===== src/rtl/tick_divider.sv =====
// rtl/tick_divider.sv - shared prescaler feeding NCH programmable periodic/one-shot tick channels
module tick_divider #(
  parameter int CLK_HZ     = 50_000_000,
  parameter int TICK_HZ    = 1000,
  parameter int NCH        = 4,
  parameter int PW         = 16,
  parameter int DEF_PERIOD = 1000
) (
  input  logic                                 CLK,
  input  logic                                 RST_N,
  input  logic                                 EN,
  input  logic                                 cfg_we,
  input  logic [((NCH > 1) ? $clog2(NCH) : 1)-1:0] cfg_ch,
  input  logic [PW-1:0]                        cfg_period,
  input  logic                                 cfg_mode,
  input  logic [NCH-1:0]                       start,
  input  logic [NCH-1:0]                       stop,
  output logic                                 base_tick,
  output logic [NCH-1:0]                       tick,
  output logic [NCH-1:0]                       toggle,
  output logic [NCH-1:0]                       busy
);

  localparam int DIV = CLK_HZ / TICK_HZ;
  localparam int PCW = (DIV > 1) ? $clog2(DIV) : 1;

  if (DIV < 2) begin : g_div_check
    $error("tick_divider: CLK_HZ/TICK_HZ must be at least 2");
  end

  typedef enum logic {IDLE, RUN} ch_state_t;

  logic [PCW-1:0] pcnt;

  always_ff @(posedge CLK or negedge RST_N) begin
    if (!RST_N) begin
      pcnt      <= '0;
      base_tick <= 1'b0;
    end else if (EN) begin
      base_tick <= (pcnt == PCW'(DIV - 1));
      pcnt      <= (pcnt == PCW'(DIV - 1)) ? '0 : pcnt + PCW'(1);
    end else begin
      base_tick <= 1'b0;
    end
  end

  ch_state_t      st     [NCH];
  ch_state_t      st_n   [NCH];
  logic [PW-1:0]  cnt    [NCH];
  logic [PW-1:0]  cnt_n  [NCH];
  logic [PW-1:0]  cfg_p  [NCH];
  logic           cfg_m  [NCH];
  logic [PW-1:0]  act_p  [NCH];
  logic [PW-1:0]  act_p_n[NCH];
  logic           act_m  [NCH];
  logic           act_m_n[NCH];
  logic [NCH-1:0] tick_n;
  logic [NCH-1:0] toggle_n;

  // Priority per channel: stop, then start/restart, then base-tick counting.
  always_comb begin
    for (int i = 0; i < NCH; i++) begin
      st_n[i]     = st[i];
      cnt_n[i]    = cnt[i];
      act_p_n[i]  = act_p[i];
      act_m_n[i]  = act_m[i];
      tick_n[i]   = 1'b0;
      toggle_n[i] = toggle[i];
      case (st[i])
        IDLE: begin
          if (start[i] && !stop[i] && cfg_p[i] != '0) begin
            st_n[i]    = RUN;
            cnt_n[i]   = '0;
            act_p_n[i] = cfg_p[i];
            act_m_n[i] = cfg_m[i];
          end
        end
        RUN: begin
          if (stop[i]) begin
            st_n[i]  = IDLE;
            cnt_n[i] = '0;
          end else if (start[i]) begin
            cnt_n[i]   = '0;
            act_p_n[i] = cfg_p[i];
            act_m_n[i] = cfg_m[i];
            if (cfg_p[i] == '0) st_n[i] = IDLE;
          end else if (base_tick) begin
            if (cnt[i] == act_p[i] - PW'(1)) begin
              tick_n[i]   = 1'b1;
              toggle_n[i] = ~toggle[i];
              cnt_n[i]    = '0;
              if (act_m[i] || cfg_p[i] == '0) begin
                st_n[i] = IDLE;
              end else begin
                act_p_n[i] = cfg_p[i];
                act_m_n[i] = cfg_m[i];
              end
            end else begin
              cnt_n[i] = cnt[i] + PW'(1);
            end
          end
        end
        default: st_n[i] = IDLE;
      endcase
    end
  end

  always_ff @(posedge CLK or negedge RST_N) begin
    if (!RST_N) begin
      for (int i = 0; i < NCH; i++) begin
        st[i]    <= IDLE;
        cnt[i]   <= '0;
        act_p[i] <= PW'(DEF_PERIOD);
        act_m[i] <= 1'b0;
      end
      tick   <= '0;
      toggle <= '0;
      busy   <= '0;
    end else begin
      for (int i = 0; i < NCH; i++) begin
        st[i]    <= st_n[i];
        cnt[i]   <= cnt_n[i];
        act_p[i] <= act_p_n[i];
        act_m[i] <= act_m_n[i];
        busy[i]  <= (st_n[i] == RUN);
      end
      tick   <= tick_n;
      toggle <= toggle_n;
    end
  end

  // Shadow config; the channel logic above sees the pre-write value this cycle.
  always_ff @(posedge CLK or negedge RST_N) begin
    if (!RST_N) begin
      for (int i = 0; i < NCH; i++) begin
        cfg_p[i] <= PW'(DEF_PERIOD);
        cfg_m[i] <= 1'b0;
      end
    end else if (cfg_we) begin
      for (int i = 0; i < NCH; i++) begin
        if (int'(cfg_ch) == i) begin
          cfg_p[i] <= cfg_period;
          cfg_m[i] <= cfg_mode;
        end
      end
    end
  end

endmodule


===== config.mk =====
export PLATFORM = sky130hd
export DESIGN_NAME = tick_divider
export DESIGN_NICKNAME = d
export VERILOG_FILES = /design/src/rtl/tick_divider.sv
export SDC_FILE = /design/constraint.sdc
export NUM_CORES = 1
export LEC_CHECK = 0
export BUFFER_PORTS_ARGS = -buffer_cell sky130_fd_sc_hd__clkbuf_2
export CORE_MARGIN = 2
export CORE_UTILIZATION = 40
export CTS_BUF_LIST = sky130_fd_sc_hd__clkbuf_8
export CTS_CLUSTER_DIAMETER = 120
export CTS_CLUSTER_SIZE = 14
export DETAILED_ROUTE_END_ITERATION = 6
export SLEW_MARGIN = 10
export SYNTH_ARGS = -nofsm -noshare
export SYNTH_HDL_FRONTEND = slang
export SYNTH_SLANG_ARGS = --single-unit

===== constraint.sdc =====
create_clock -name CLK -period 4 [get_ports CLK]
set_input_delay 0.6 -clock CLK [delete_from_list [all_inputs] [get_ports CLK]]
set_output_delay 0.6 -clock CLK [all_outputs]
set_load 0.05 [all_outputs]

==> results.rst, run 1 <==
.. list-table::
   :header-rows: 1

   * - Metric
     - Value
   * - Setup violators final
     - 0
   * - DRC marker count from the first detailed-route iteration
     - 413
   * - Syn_area_per_cell
     - 10.9 µm²
   * - Layout cells sized above 1
     - 23.3%
   * - Synth async-reset ratio
     - 100%
   * - Post CTS Setup Buffer Count
     - 0
   * - Setup TNS
     - 0 ps
   * - Total power per unit cell area
     - 439 nW/µm²
   * - Pint
     - 3.99 mW
   * - Layout area overhead
     - 7.89%
   * - Die Width
     - 180 µm
   * - Required time at the endpoint of the critical path
     - 4420 ps
   * - Transition time at the pin with the least slew margin
     - 910 ps
   * - Portion of total power attributed to combinational logic
     - 23.3%
   * - CTS tree
     - done
   * - Synthesized-area fraction occupied by and/or/nand/nor cells
     - 18.4%
   * - Data arrival at the endpoint of the critical path
     - 4100 ps
   * - Effective utilization at floorplan
     - 40.6%
   * - Placement row count
     - 64
   * - Commonest cells after routing, fill and taps aside
     - 181 x sky130_fd_sc_hd__dfrtp_1, 97 x sky130_fd_sc_hd__mux2_2, 71 x sky130_fd_sc_hd__nand2_1
   * - Placer congestion estimate
     - 0.879
   * - Primary flip-flop cell chosen by synthesis mapping
     - sky130_fd_sc_hd__dfrtp_1
   * - Worst clock skew
     - 24.2 ps
   * - Cell area after technology mapping
     - 12400 µm²
   * - Sum of buffers and inverters on the critical path
     - 1
   * - Worst hold margin
     - 78.1 ps
   * - Total of max-cap violations
     - 0
   * - Share of the synthesized area in compound gates (AO/OA/AOI/OAI)
     - 9.43%
   * - Detailed placement HPWL
     - 20000 µm
   * - Count of instances resized after the clock tree is built
     - 0
   * - Total clock buffers created by CTS
     - 20
   * - DR DRC count
     - 0
   * - Switching power
     - 1.89 mW
   * - Sum of overflow across all layers after global routing
     - 0
   * - Post-synthesis mux area share
     - 13.4%
   * - Switching part of the total power
     - 32.1%
   * - CTS root buf
     - sky130_fd_sc_hd__clkbuf_8
   * - Combinational family with the most area after synthesis
     - simple AND/OR/NAND/NOR gates
   * - Antenna violations before repair
     - 0
   * - Total global routing track utilization
     - 16.8%
   * - Final critical delay including setup and external delays
     - 3680 ps
   * - Leakage
     - 5.56 nW
   * - Wire length of the first global-routing pass
     - 45500 µm
   * - Clk network pwr share
     - 21.9%
   * - Critical-path maximum fanout
     - 16
   * - Count of H-tree levels built during CTS
     - 1
   * - First-pass iteration count of the detailed router
     - 5
   * - Share of the cycle needed by the critical path after routing
     - 92.0%
   * - RSZ-0062 raised after global routing
     - no
   * - Slowest cell on the critical path
     - sky130_fd_sc_hd__or4b_2
   * - Die area
     - 32500 µm²
   * - Peak VDD IR
     - 0.276 mV
   * - Min setup slack post-route
     - 319 ps
   * - Critical setup path kind
     - reg2reg
   * - Routed wire length per instance
     - 17.2 µm
   * - Ratio of routed vias to standard cells
     - 5.49
   * - Number of nets in the final layout
     - 1223
   * - Nature of the critical path endpoint
     - flip-flop
   * - Number of buffers on the longest clock path
     - 3
   * - Count of cell types in the netlist
     - 80
   * - Maximum number of pins on one net before global-route repair
     - 99
   * - Part of the total power dissipated in sequential elements
     - 54.8%
   * - Number of clock sinks seen by CTS
     - 229
   * - Number of input and output port buffers inserted
     - 43
   * - Diode count
     - 0
   * - Xor-xnor portion of the synthesized cell area
     - 8.56%
   * - Number of enable-type register cells in the synthesized netlist
     - 0
   * - Max-Slew Margin vs Limit
     - 39.4%
   * - Largest stage delay on the critical path
     - 640 ps
   * - Crit-path cells
     - inv_1 -> ha_1 -> or4b_1 -> or4b_2 -> a21oi_1 -> nor3b_1 -> nor4b_4 -> a41oi_4 -> mux2_1
   * - FF-to-FF setup slack
     - 320 ps
   * - Mapped Cells
     - 1142
   * - Clock latency at the later pin of the worst-skew pair
     - 550 ps
   * - Core ar.
     - 30600 µm²
   * - Post-synthesis net count
     - 1182
   * - Clock transition at the registers of the reported paths
     - 100 ps
   * - Sum of internal, switching and leakage power
     - 5.88 mW
   * - Number of global-route vias before repair
     - 8582
   * - Vert. Die Dim
     - 180 µm
   * - Cts hold-fix bufs
     - 0
   * - Final count of hold timing violations
     - 0
   * - Synthesis-stage register bit count
     - 229
   * - Post-place setup slack
     - 341 ps
   * - Max frequency
     - 0.272 GHz
   * - Vias
     - 8735
   * - WL final
     - 27400 µm
   * - Count of yosys warnings during synthesis
     - 0
   * - Most frequent standard cell in the layout excluding fill and tap cells
     - sky130_fd_sc_hd__dfrtp_1
   * - Post-DRT Antenna Nets
     - 0
   * - Status
     - finished clean
   * - Part of the Yosys area used for sequential elements
     - 46.6%
   * - Fraction of the mapped netlist area in adder cells
     - 0.906%
   * - Cell type group with the largest total delay on the critical path
     - simple AND/OR/NAND/NOR gates
   * - Number of pins exceeding their max-slew limit in the final report
     - 0
   * - Kind of path behind the tightest hold check
     - in2async
   * - Setup crit start kind
     - flip-flop
   * - Boundary pin count
     - 44
## synth_stat cells, types with 31 or more instances
| master | n | share of area (%) |
|---|---|---|
| sky130_fd_sc_hd__nor4_1 | 31 | 1.6 |
| sky130_fd_sc_hd__inv_1 | 33 | 1.0 |
| sky130_fd_sc_hd__nor2_1 | 64 | 1.9 |
| sky130_fd_sc_hd__dfstp_2 | 48 | 10 |
| sky130_fd_sc_hd__a21oi_1 | 31 | 1.2 |
| sky130_fd_sc_hd__nand3_1 | 33 | 1.3 |
| sky130_fd_sc_hd__xnor2_1 | 63 | 4.4 |
| sky130_fd_sc_hd__mux2_2 | 97 | 8.8 |
| sky130_fd_sc_hd__nand2_1 | 71 | 2.1 |
| sky130_fd_sc_hd__o21ai_0 | 50 | 2.0 |
| sky130_fd_sc_hd__or3_1 | 33 | 1.7 |
| sky130_fd_sc_hd__nor3_1 | 35 | 1.4 |
| sky130_fd_sc_hd__xor2_1 | 56 | 3.9 |
| sky130_fd_sc_hd__dfrtp_1 | 181 | 36 |
## power by group through the flow
stage	Sequential, mW	Combinational (mW)	Clock (mW)
after floorplan	3.09	1.15	0
after global placement	3.25	1.35	0
after detailed placement	3.26	1.38	0
after CTS	3.22	1.38	1.35
after global routing	3.30	1.53	1.44
final	3.22	1.37	1.29
## final timing paths
kind | startpoint | to | cells after the start
hold reg to reg | toggle[2]$_DFFE_PN0P_ | toggle[2]$_DFFE_PN0P_ | 1
hold / removal | RST_N | cnt[29]$_DFFE_PN0P_ | 1
setup reg to reg | act_p[48]$_DFFE_PN0P_ | act_p[63]$_DFFE_PN0P_ | 9
max in group asynchronous | RST_N | act_p[35]$_DFFE_PN1P_ | 2
setup / recovery | act_p[48]$_DFFE_PN0P_ | act_p[63]$_DFFE_PN0P_ | 9
min in group CLK | stop[0] | busy[0]$_DFF_PN0_ | 2
## sequential cells by signal, indices dropped and copies added (netlist names)
register   cells
act_m          4
cfg_p         64
cfg_m          4
tick           4
busy           4
base_tick      1
cnt           64
act_p         64
toggle         4
pcnt          16
## worst register-to-register path: cells and delay by family, from the launching register on
kind | cells | cell delay [ps]
flip-flops | 1 | 450
buffers and inverters | 1 | 80
AO/OA/AOI/OAI | 2 | 530
AND/OR/NAND/NOR | 4 | 1860
adder cells (fa/ha/maj) | 1 | 220
multiplexers | 1 | 430
## layer usage
layer	routed length [µm]	share of wire [%]	global-route usage, %	vias up
met5	0	0	0	-
met4	664	2.4	4.45	0
met3	1010	3.7	2.69	43
met2	12500	46	27.3	128
met1	13200	48	23.6	4325
li1	-	-	-	4239
## per-stage QoR
step / cells / area, µm² / utilization [%]
6_report: 1591 / 13400 / 43.8
5_1_grt: 1591 / 13400 / 43.8
4_1_cts: 1591 / 13400 / 43.8
3_5_place_dp: 1557 / 13100 / 42.7
3_3_place_gp: 1557 / 13100 / 42.7
2_1_floorplan: 1142 / 12400 / -
## kinds of logic (layout without fill, tap and decap cells)
logic type | count (synthesis) | after routing
compound gates | 168 | 168
xor+xnor | 120 | 120
fa+ha+maj | 9 | 9
buf+inv | 70 | 123
flops | 229 | 229
mux | 140 | 140
simple gates | 406 | 406
## cell type report
| cell class | count | area [µm²] |
|---|---|---|
| clock inverters | 13 | 56.3 |
| well taps | 396 | 495 |
| fillers | 2928 | 17200 |
| clock buffers | 21 | 289 |
| flip-flops and latches | 229 | 5790 |
| inverters | 33 | 124 |
| multi-input cells | 843 | 6310 |
| repair buffers | 56 | 348 |
(Power assumes the default switching activity.)
==> inputs of run 2 (changes only) <==
--- a/config.mk
+++ b/config.mk
@@ -7,8 +7,7 @@
 export LEC_CHECK = 0
 export BUFFER_PORTS_ARGS = -buffer_cell sky130_fd_sc_hd__clkbuf_2
 export CORE_MARGIN = 2
-export CORE_UTILIZATION = 40
-export CTS_BUF_LIST = sky130_fd_sc_hd__clkbuf_8
+export CORE_UTILIZATION = 45
 export CTS_CLUSTER_DIAMETER = 120
 export CTS_CLUSTER_SIZE = 14
 export DETAILED_ROUTE_END_ITERATION = 6
==> run 2 against run 1 <==
Net effect: flip-flop and latch count unchanged; sequential share of layout area is 0.62 points lower; non-clock buffer count is 2 higher; register-to-register slack lost 30 ps; sequential power about the same; via count is 0.68% higher; maximum frequency is 0.89% lower; global-route usage rose by 2.4 points; die area fell by 11%; routed wire length shrank 0.88%; core utilization is 6.5 points higher; cell count shrank 3.2%.
==> results.rst, run 2 (synthesis gave the netlist of run 1 again) <==
.. list-table::
   :header-rows: 1

   * - Metric
     - Value
   * - Max-Slew Margin vs Limit
     - 36.9% (was 39.4%)
   * - Wire length of the first global-routing pass
     - 45400 µm (was 45500 µm)
   * - Setup crit start kind
     - flip-flop (unchanged)
   * - Vert. Die Dim
     - 170 µm (was 180 µm)
   * - Share of the cycle needed by the critical path after routing
     - 92.9% (was 92.0%)
   * - Number of nets in the final layout
     - 1225 (was 1223)
   * - Layout area overhead
     - 9.45% (was 7.89%)
   * - Peak VDD IR
     - 0.348 mV (was 0.276 mV)
   * - Antenna violations before repair
     - 1 (was 0)
   * - Placer congestion estimate
     - 0.879 (about the same)
   * - Busiest layer in global routing
     - met2 (unchanged)
   * - Setup violators final
     - 0 (unchanged)
   * - Diode count
     - 0 (unchanged)
   * - Leakage
     - 5.63 nW (was 5.56 nW)
   * - First-pass iteration count of the detailed router
     - 5 (unchanged)
   * - DRC marker count from the first detailed-route iteration
     - 492 (was 413)
   * - Count of instances resized after the clock tree is built
     - 0 (unchanged)
   * - Global Route met2 Usage
     - 30.8% (was 27.3%)
   * - Total global routing track utilization
     - 19.3% (was 16.8%)
   * - Count of H-tree levels built during CTS
     - 1 (unchanged)
   * - Number of buffers on the longest clock path
     - 3 (unchanged)
   * - Final critical delay including setup and external delays
     - 3710 ps (was 3680 ps)
   * - CTS tree
     - done (unchanged)
   * - RSZ-0062 raised after global routing
     - no (unchanged)
   * - CTS root buf
     - sky130_fd_sc_hd__clkbuf_16 (was sky130_fd_sc_hd__clkbuf_8)
   * - Logic depth of the worst setup path including buffers
     - 11 (was 9)
   * - Crit path from
     - act_p[0]$_DFFE_PN0P_ (was act_p[48]$_DFFE_PN0P_)
   * - Number of clock sinks seen by CTS
     - 229 (unchanged)
   * - Commonest cells after routing, fill and taps aside
     - 181 x sky130_fd_sc_hd__dfrtp_1, 97 x sky130_fd_sc_hd__mux2_2, 71 x sky130_fd_sc_hd__nand2_1 (unchanged)
   * - Setup TNS
     - 0 ps (unchanged)
   * - Cell depth of the worst flop-to-flop path
     - 11 (was 9)
   * - Layout cells sized above 1
     - 23.4% (was 23.3%)
   * - Most frequent standard cell in the layout excluding fill and tap cells
     - sky130_fd_sc_hd__dfrtp_1 (unchanged)
   * - Global Route met3 Usage
     - 2.33% (was 2.69%)
   * - Total power per unit cell area
     - 470 nW/µm² (was 439 nW/µm²)
   * - Largest registers
     - act_p: 64 flops, cfg_p: 64 flops, cnt: 64 flops (unchanged)
   * - Max frequency
     - 0.269 GHz (was 0.272 GHz)
   * - Sum of overflow across all layers after global routing
     - 0 (unchanged)
   * - Number of pins exceeding their max-slew limit in the final report
     - 0 (unchanged)
   * - Vias
     - 8794 (was 8735)
   * - Crit-path cells
     - inv_1 -> ha_1 -> or3b_2 -> or4_1 -> nor4b_1 -> nor3_1 -> or4_4 -> nor3_2 -> a21bo_1 -> buf_12 -> mux2_2 (was inv_1 -> ha_1 -> or4b_1 -> or4b_2 -> a21oi_1 -> nor3b_1 -> nor4b_4 -> a41oi_4 -> mux2_1)
   * - Number of input and output port buffers inserted
     - 43 (unchanged)
   * - Data arrival at the endpoint of the critical path
     - 4110 ps (was 4100 ps)
   * - Post CTS Setup Buffer Count
     - 0 (unchanged)
   * - Cell type group with the largest total delay on the critical path
     - simple AND/OR/NAND/NOR gates (unchanged)
   * - Post-DRT Antenna Nets
     - 0 (unchanged)
   * - Reg-to-Reg Start
     - act_p[0]$_DFFE_PN0P_ (was act_p[48]$_DFFE_PN0P_)
   * - Critical-path maximum fanout
     - 17 (was 16)
   * - Placement row count
     - 60 (was 64)
   * - Post-route non-filler standard cell count
     - 1540 (was 1591)
   * - Clock latency at the later pin of the worst-skew pair
     - 510 ps (was 550 ps)
   * - Sum of internal, switching and leakage power
     - 6.40 mW (was 5.88 mW)
   * - Effective utilization at floorplan
     - 46.0% (was 40.6%)
   * - Required time at the endpoint of the critical path
     - 4390 ps (was 4420 ps)
   * - Non-Filler Cell Area, Final
     - 13600 µm² (was 13400 µm²)
   * - Slowest cell on the critical path
     - sky130_fd_sc_hd__or4_4 (was sky130_fd_sc_hd__or4b_2)
   * - Critical setup path kind
     - reg2reg (unchanged)
   * - Status
     - finished clean (unchanged)
   * - Boundary pin count
     - 44 (unchanged)
   * - Largest stage delay on the critical path
     - 560 ps (was 640 ps)
   * - Cts hold-fix bufs
     - 0 (unchanged)
   * - Number of global-route vias before repair
     - 8614 (was 8582)
   * - Nature of the critical path endpoint
     - flip-flop (unchanged)
   * - Sum of buffers and inverters on the critical path
     - 2 (was 1)
   * - Total clock buffers created by CTS
     - 20 (unchanged)
   * - Total of max-cap violations
     - 0 (unchanged)
   * - Ratio of routed vias to standard cells
     - 5.71 (was 5.49)
   * - Kind of path behind the tightest hold check
     - in2async (unchanged)
   * - Final count of hold timing violations
     - 0 (unchanged)
   * - Clock transition at the registers of the reported paths
     - 70 ps (was 100 ps)
   * - Placed cell count
     - 1504 (was 1557)
   * - Routed wire length per instance
     - 17.6 µm (was 17.2 µm)
   * - DR DRC count
     - 0 (unchanged)
   * - Transition time at the pin with the least slew margin
     - 947 ps (was 910 ps)
   * - Min setup slack post-route
     - 286 ps (was 319 ps)
   * - Detailed placement HPWL
     - 19800 µm (was 20000 µm)
   * - WL final
     - 27100 µm (was 27400 µm)
   * - Post-place setup slack
     - 326 ps (was 341 ps)
   * - Core ar.
     - 27000 µm² (was 30600 µm²)
   * - Worst clock skew
     - 12.6 ps (was 24.2 ps)
   * - Grt met1 use
     - 28.0% (was 23.6%)
   * - Die Width
     - 170 µm (was 180 µm)
   * - Cell area after placement
     - 13000 µm² (was 13100 µm²)
   * - Die area
     - 29000 µm² (was 32500 µm²)
   * - Maximum number of pins on one net before global-route repair
     - 114 (was 99)
==> run 2: worst paths after layout <==
check                                         to  slack (ps)
setup / recovery            act_p[4]$_DFFE_PN0P_         290
hold / removal               cnt[26]$_DFFE_PN0P_         120
setup reg to reg            act_p[4]$_DFFE_PN0P_         290
hold reg to reg            toggle[2]$_DFFE_PN0P_         460
max in group asynchronous     cnt[0]$_DFFE_PN0P_        2960
min in group CLK               busy[2]$_DFF_PN0_         300
==> run 2: per-stage QoR <==
stage | utilization (%) | hold slack (ps)
after global placement | 48.2 | 454
after global routing | 50.3 | 248
final | 50.3 | 116
after CTS | 50.3 | 210
after detailed placement | 48.2 | 457
after floorplan | - | 304
==> run 2: area by class of cell <==
| class | instances | area, µm² |
|---|---|---|
| clock buffers | 34 | 553 |
| clock inverters | 2 | 27.5 |
| fillers | 2450 | 13400 |
| well taps | 341 | 427 |
| multi-input cells | 843 | 6310 |
| repair buffers | 58 | 375 |
| flip-flops and latches | 229 | 5790 |
| inverters | 33 | 124 |
==> run 2: layer usage <==
layer  part of all wire (%)  vias up
li1                       -     4247
met1                     49     4364
met2                     45      139
met3                    3.6       44
met4                    2.4        0
met5                      0        -
==> run 2: report_power, final <==
| part | leakage, nW | internal [mW] | total [mW] | switching [mW] |
|---|---|---|---|---|
| clock network | 0.276 | 0.951 | 1.80 | 0.852 |
| registers | 2.83 | 2.77 | 3.22 | 0.453 |
| logic | 2.52 | 0.738 | 1.38 | 0.640 |
| total | 5.63 | 4.46 | 6.40 | 1.94 |
